--- src/rtl/alu_pkg.sv ---
`default_nettype none
// ============================================================================
// Module  : alu_pkg
// Brief   : Shared opcodes, datapath width and arbiter state encoding.
// Rev     : 1.0  initial release
// ============================================================================
package alu_pkg;

    localparam int ALU_W = 7;

    localparam logic [1:0] OP_ADD  = 2'b00;
    localparam logic [1:0] OP_SUB  = 2'b01;
    localparam logic [1:0] OP_NAND = 2'b10;
    localparam logic [1:0] OP_ROL  = 2'b11;

    typedef enum logic [1:0] {
        IDLE = 2'd0,
        EXEC = 2'd1,
        RESP = 2'd2
    } state_t;

endpackage
`default_nettype wire

--- src/rtl/alu_arbiter_alu.sv ---
`default_nettype none
// ============================================================================
// Module  : alu_arbiter_alu
// Brief   : Combinational W-bit ALU (ADD, SUB, NAND, rotate-left).
// Rev     : 1.0  initial release
// ============================================================================
module alu_arbiter_alu
    import alu_pkg::*;
#(
    parameter int W = ALU_W
)(
    input  logic [W-1:0] a,
    input  logic [W-1:0] b,
    input  logic [1:0]   op,
    output logic [W-1:0] r
);

    int               w_sh;
    logic [2*W-1:0]   w_rot;

    always_comb begin
        // Rotate amount is B[2:0] modulo the width, so 7 on a 7-bit ALU is a no-op.
        w_sh  = int'(b[2:0]) % W;
        w_rot = {a, a} << w_sh;
        case (op)
            OP_ADD:  r = a + b;
            OP_SUB:  r = a - b;
            OP_NAND: r = ~(a & b);
            default: r = w_rot[2*W-1 -: W];
        endcase
    end

endmodule
`default_nettype wire

--- src/rtl/alu_arbiter.sv ---
`default_nettype none
// ============================================================================
// Module  : alu_arbiter
// Brief   : Round-robin sharing of one ALU between two valid/ready clients.
//           Define ALU_ARB_STATS_EN to add saturating per-requester grant counters.
// Rev     : 1.0  initial release
// ============================================================================
module alu_arbiter
    import alu_pkg::*;
#(
    parameter int W = ALU_W
`ifdef ALU_ARB_STATS_EN
    ,
    parameter int CNT_W = 16
`endif
)(
    input  logic             clk,
    input  logic             rst_n,
    input  logic [1:0]       req_valid,
    output logic [1:0]       req_ready,
    input  logic [W-1:0]     req_a0,
    input  logic [W-1:0]     req_a1,
    input  logic [W-1:0]     req_b0,
    input  logic [W-1:0]     req_b1,
    input  logic [1:0]       req_op0,
    input  logic [1:0]       req_op1,
    output logic [1:0]       rsp_valid,
    input  logic [1:0]       rsp_ready,
    output logic [W-1:0]     rsp_data,
`ifdef ALU_ARB_STATS_EN
    input  logic             stats_clr,
    output logic [CNT_W-1:0] grant_cnt0,
    output logic [CNT_W-1:0] grant_cnt1,
`endif
    output logic             busy
);

    state_t       r_state;
    state_t       w_state_nxt;
    logic         r_ptr;
    logic         r_gnt;
    logic         w_gnt;
    logic         w_any;
    logic         w_accept;
    logic         w_done;
    logic [W-1:0] r_a;
    logic [W-1:0] r_b;
    logic [1:0]   r_op;
    logic [W-1:0] r_rsp_data;
    logic [W-1:0] w_alu_r;

    // Pointer only breaks ties; a lone requester is always granted.
    always_comb begin
        w_any = |req_valid;
        w_gnt = (&req_valid) ? r_ptr : req_valid[1];
    end

    always_ff @(posedge clk) begin
        if (!rst_n) begin
            r_state <= IDLE;
        end else begin
            r_state <= w_state_nxt;
        end
    end

    always_comb begin
        w_state_nxt = r_state;
        req_ready   = 2'b00;
        rsp_valid   = 2'b00;
        w_accept    = 1'b0;
        w_done      = 1'b0;
        case (r_state)
            IDLE: begin
                if (w_any) begin
                    req_ready[w_gnt] = 1'b1;
                    w_accept         = 1'b1;
                    w_state_nxt      = EXEC;
                end
            end
            EXEC: begin
                w_state_nxt = RESP;
            end
            RESP: begin
                rsp_valid[r_gnt] = 1'b1;
                if (rsp_ready[r_gnt]) begin
                    w_done      = 1'b1;
                    w_state_nxt = IDLE;
                end
            end
            default: begin
                w_state_nxt = IDLE;
            end
        endcase
    end

    always_ff @(posedge clk) begin
        if (!rst_n) begin
            r_ptr      <= 1'b0;
            r_gnt      <= 1'b0;
            r_a        <= '0;
            r_b        <= '0;
            r_op       <= OP_ADD;
            r_rsp_data <= '0;
        end else begin
            if (w_accept) begin
                r_gnt <= w_gnt;
                r_a   <= w_gnt ? req_a1  : req_a0;
                r_b   <= w_gnt ? req_b1  : req_b0;
                r_op  <= w_gnt ? req_op1 : req_op0;
            end
            if (r_state == EXEC) begin
                r_rsp_data <= w_alu_r;
            end
            if (w_done) begin
                r_ptr <= ~r_gnt;
            end
        end
    end

    alu_arbiter_alu #(
        .W  (W)
    ) u_alu (
        .a  (r_a),
        .b  (r_b),
        .op (r_op),
        .r  (w_alu_r)
    );

    assign rsp_data = r_rsp_data;
    assign busy     = (r_state != IDLE);

`ifdef ALU_ARB_STATS_EN
    logic [CNT_W-1:0] r_cnt0;
    logic [CNT_W-1:0] r_cnt1;

    // Clear wins over increment; counters stick at all-ones.
    always_ff @(posedge clk) begin
        if (!rst_n || stats_clr) begin
            r_cnt0 <= '0;
            r_cnt1 <= '0;
        end else begin
            if (w_accept && !w_gnt && !(&r_cnt0)) begin
                r_cnt0 <= r_cnt0 + CNT_W'(1);
            end
            if (w_accept && w_gnt && !(&r_cnt1)) begin
                r_cnt1 <= r_cnt1 + CNT_W'(1);
            end
        end
    end

    assign grant_cnt0 = r_cnt0;
    assign grant_cnt1 = r_cnt1;
`endif

endmodule
`default_nettype wire

--- config.mk ---
export PLATFORM = sky130hd
export DESIGN_NAME = alu_arbiter
export DESIGN_NICKNAME = d
export VERILOG_FILES = /design/src/rtl/alu_pkg.sv /design/src/rtl/alu_arbiter_alu.sv /design/src/rtl/alu_arbiter.sv
export SDC_FILE = /design/constraint.sdc
export NUM_CORES = 1
export LEC_CHECK = 0
export CORE_UTILIZATION = 28
export CTS_CLUSTER_SIZE = 10
export DETAILED_ROUTE_END_ITERATION = 10
export SYNTH_ARGS = -nofsm -noshare
export SYNTH_HDL_FRONTEND = slang
export SYNTH_SLANG_ARGS = --single-unit
export TNS_END_PERCENT = 1
--- constraint.sdc ---
create_clock -name clk -period 2.7 [get_ports clk]
set_input_delay 0.54 -clock clk [delete_from_list [all_inputs] [get_ports clk]]
set_output_delay 0.54 -clock clk [all_outputs]
set_load 0.005 [all_outputs]
==> flow_metrics.env <==
export IMPL_numCtsBuffers=3
export IMPL_synth_cell_types=50
export IMPL_vias=1979
export IMPL_die_area_mm2=0.00739
export IMPL_htreeDepth=1
export IMPL_whs_ns=0.524
export IMPL_grt_pass1_vias=1849
export IMPL_cts_hold_buffers=0
export IMPL_cp_required_ns=2.16
export IMPL_drt_iter0_drc=191
export IMPL_yosys_area_top_type="dfxtp_1"
export IMPL_postCtsSetupRepairBufs=0
export IMPL_rows=30
export IMPL_drt_pass1_iter_count=6
export IMPL_powerDensity_mw_per_mm2=529
export IMPL_n_antenna_cell=0
export IMPL_p_leak_nw=1.04
export IMPL_layout_drive_gt1_share_pct=10.3
export IMPL_die_y_um=86.0
export IMPL_finalHoldViolations=0
export IMPL_numPortBuffers=49
export IMPL_fmax_ghz=0.396
export IMPL_dieWidth_um=86.0
export IMPL_clk_pin_slew_worst_paths_ns=0.09
export IMPL_fin_crit_sh_pct=93.6
export IMPL_critical_path_class="input port to output pin"
export IMPL_fin_crit_ns=2.53
export IMPL_gr_max_usage_layer="met2"
export IMPL_finalClockSkew_ns=0.00488
export IMPL_fillerInstances=697
export IMPL_slew_headroom_pct=57.9
export IMPL_ys_warn_count=0
export IMPL_ctsResizeCount=0
export IMPL_vdd_drop_max_mv=0.190
export IMPL_worst_path_max_fanout=2
export IMPL_fin_tns_setup_ns=0
export IMPL_worstSetupEndpointType="output pin"
export IMPL_finalSetupViolations=0
export IMPL_maxSlewViolCount=0
export IMPL_ant_nets=0
export IMPL_place_gp_congestion=0.896
export IMPL_grt_max_degree=21
export IMPL_clkSinkCount=27
export IMPL_antenna_found_initial=0
export IMPL_grt_setup_unrepaired="no"
export IMPL_syn_inst=238
export IMPL_area_delta_synth_final_pct=34.4
export IMPL_routed_wl_um=5290
export IMPL_clockRootBuffer="clkbuf_8"
export IMPL_detailed_place_hpwl_um=4220
export IMPL_tightest_slew_ns=0.631
export IMPL_max_cap_violations=0
export IMPL_viasPerCell=5.13
export IMPL_hold_path_class="flip-flop to flip-flop"
export IMPL_synth_seq_cells=27
export IMPL_cts_tree="done"
export IMPL_insertion_delay_ns=0.27
export IMPL_grt_use_total_pct=15.1
export IMPL_critical_path_arrival_ns=1.99
export IMPL_ys_seq_area_share_pct=27.4
export IMPL_start_kind="input port"
export IMPL_pin_count=50
export IMPL_core_area_mm2=0.00679
export IMPL_grt_pass1_wl_um=9000
export IMPL_drc=0
export IMPL_synthFlopType="dfxtp_1"
export IMPL_clockBufferDepth=2
export IMPL_avgSynthCellArea_um2=8.30
export IMPL_synthTopCellsByArea="dfxtp_1 (27%), a222oi_1 (7.6%), nor2_1 (7.2%)"
export IMPL_synth_top_area_share_pct=27.4
export IMPL_async_flop_share_pct=0
export IMPL_status="completed"
export IMPL_synth_edf_count=0
export IMPL_wl_per_cell_um=13.7
export IMPL_grtUsageMet2_pct=24.7
export IMPL_post_route_util_pct=39.1
export IMPL_synthesis_nets=286
export IMPL_overflow=0
export IMPL_nets=339
export IMPL_use_met1_pct=20.5
export IMPL_mappedNetlistArea_mm2=0.00197
export IMPL_start_util_pct=29.1
export IMPL_grt_use_met3_pct=2.21
==> layout make-up <==
cell class	instances	area (um2)	share of cell area, %
timing repair buffer	62	588	22.2
inverter	13	48.8	1.84
tap	96	120	4.53
sequential	27	541	20.4
clock buffer	4	45.0	1.70
multi-input combinational	184	1310	49.4
==> worst max-delay path, stage by stage <==
cell,delay (ns)
clkdlybuf4s50_1,0.48
inv_1,0.04
o21ai_0,0.19
nor2b_2,0.22
clkdlybuf4s50_1,0.52
==> cells in the mapped netlist, types with 4 or more instances <==
| master | count |
|---|---|
| mux2_1 | 4 |
| nand2_1 | 16 |
| inv_1 | 13 |
| a222oi_1 | 15 |
| clkbuf_1 | 10 |
| mux2i_1 | 4 |
| nor2_1 | 38 |
| xnor2_1 | 8 |
| ha_1 | 9 |
| dfxtp_1 | 27 |
| nor2b_1 | 9 |
| o21ai_0 | 10 |
| a21oi_1 | 19 |
==> where the power goes <==
group | internal (W) | switching (W)
registers | 0.000447 | 0.0000513
logic | 0.000351 | 0.000324
clock network | 0.000106 | 0.000125
==> kinds of logic (layout without fill, tap and decap cells) <==
| family | count (synthesis) | in the layout | share of synthesized area [%] |
|---|---|---|---|
| and+or+nand+nor | 79 | 79 | 18.4 |
| AOI/OAI and AO/OA | 71 | 71 | 26.4 |
| DFF | 27 | 27 | 27.4 |
| buffers and inverters | 27 | 79 | 6.34 |
| muxes | 15 | 15 | 10.8 |
| adders and majority gates | 10 | 10 | 6.72 |
| xor gates and xnor gates | 9 | 9 | 3.99 |
==> metal layers <==
layer / vias to the layer above / share of wire [%]
met4: 0 / 1.2
met5: - / 0
met1: 915 / 45
met2: 72 / 48
li1: 985 / -
met3: 7 / 5.8
==> final timing paths <==
kind / from / endpoint / slack, ns / cells after the start
min: r_ptr / r_ptr / 0.52 / 2
max reg2reg: r_op[0] / rsp_data[5] / 0.25 / 10
min reg2reg: r_ptr / r_ptr / 0.52 / 2
max: req_valid[0] / req_ready[0] / 0.17 / 5
==> cell usage in the layout, fill, tap and decap left out, types with 2 or more instances in the layout <==
cell / n
a211oi_1: 2
a21oi_1: 19
a222oi_1: 15
a22oi_1: 3
a22oi_2: 2
a31oi_1: 3
buf_4: 13
clkbuf_8: 3
clkdlybuf4s50_1: 49
dfxtp_1: 27
ha_1: 9
inv_1: 13
mux2_1: 4
mux2_2: 2
mux2i_1: 4
mux4_2: 3
nand2_1: 16
nand2b_1: 2
nand3_1: 2
nand3b_1: 3
nor2_1: 38
nor2b_1: 8
nor3_1: 2
o2111ai_1: 2
o211ai_1: 2
o21a_1: 2
o21ai_0: 10
xnor2_1: 8
==> flip-flops by register name (all words and copies together), names as in the netlist <==
register	cells
r_state	2
rsp_data	7
r_op	2
r_a	7
r_b	7
r_gnt	1
r_ptr	1
==> per-stage QoR <==
step                      cells  setup slack (ns)  total power, W  area (um2)
final                       386             0.172         0.00140        2650
after floorplan             238             0.160        0.000946        1970
after CTS                   386            0.0794         0.00142        2650
after global routing        386            0.0579         0.00151        2650
after global placement      382            0.0925         0.00118        2610
after detailed placement    382             0.116         0.00118        2610
Power figures use the tool's default switching activity.
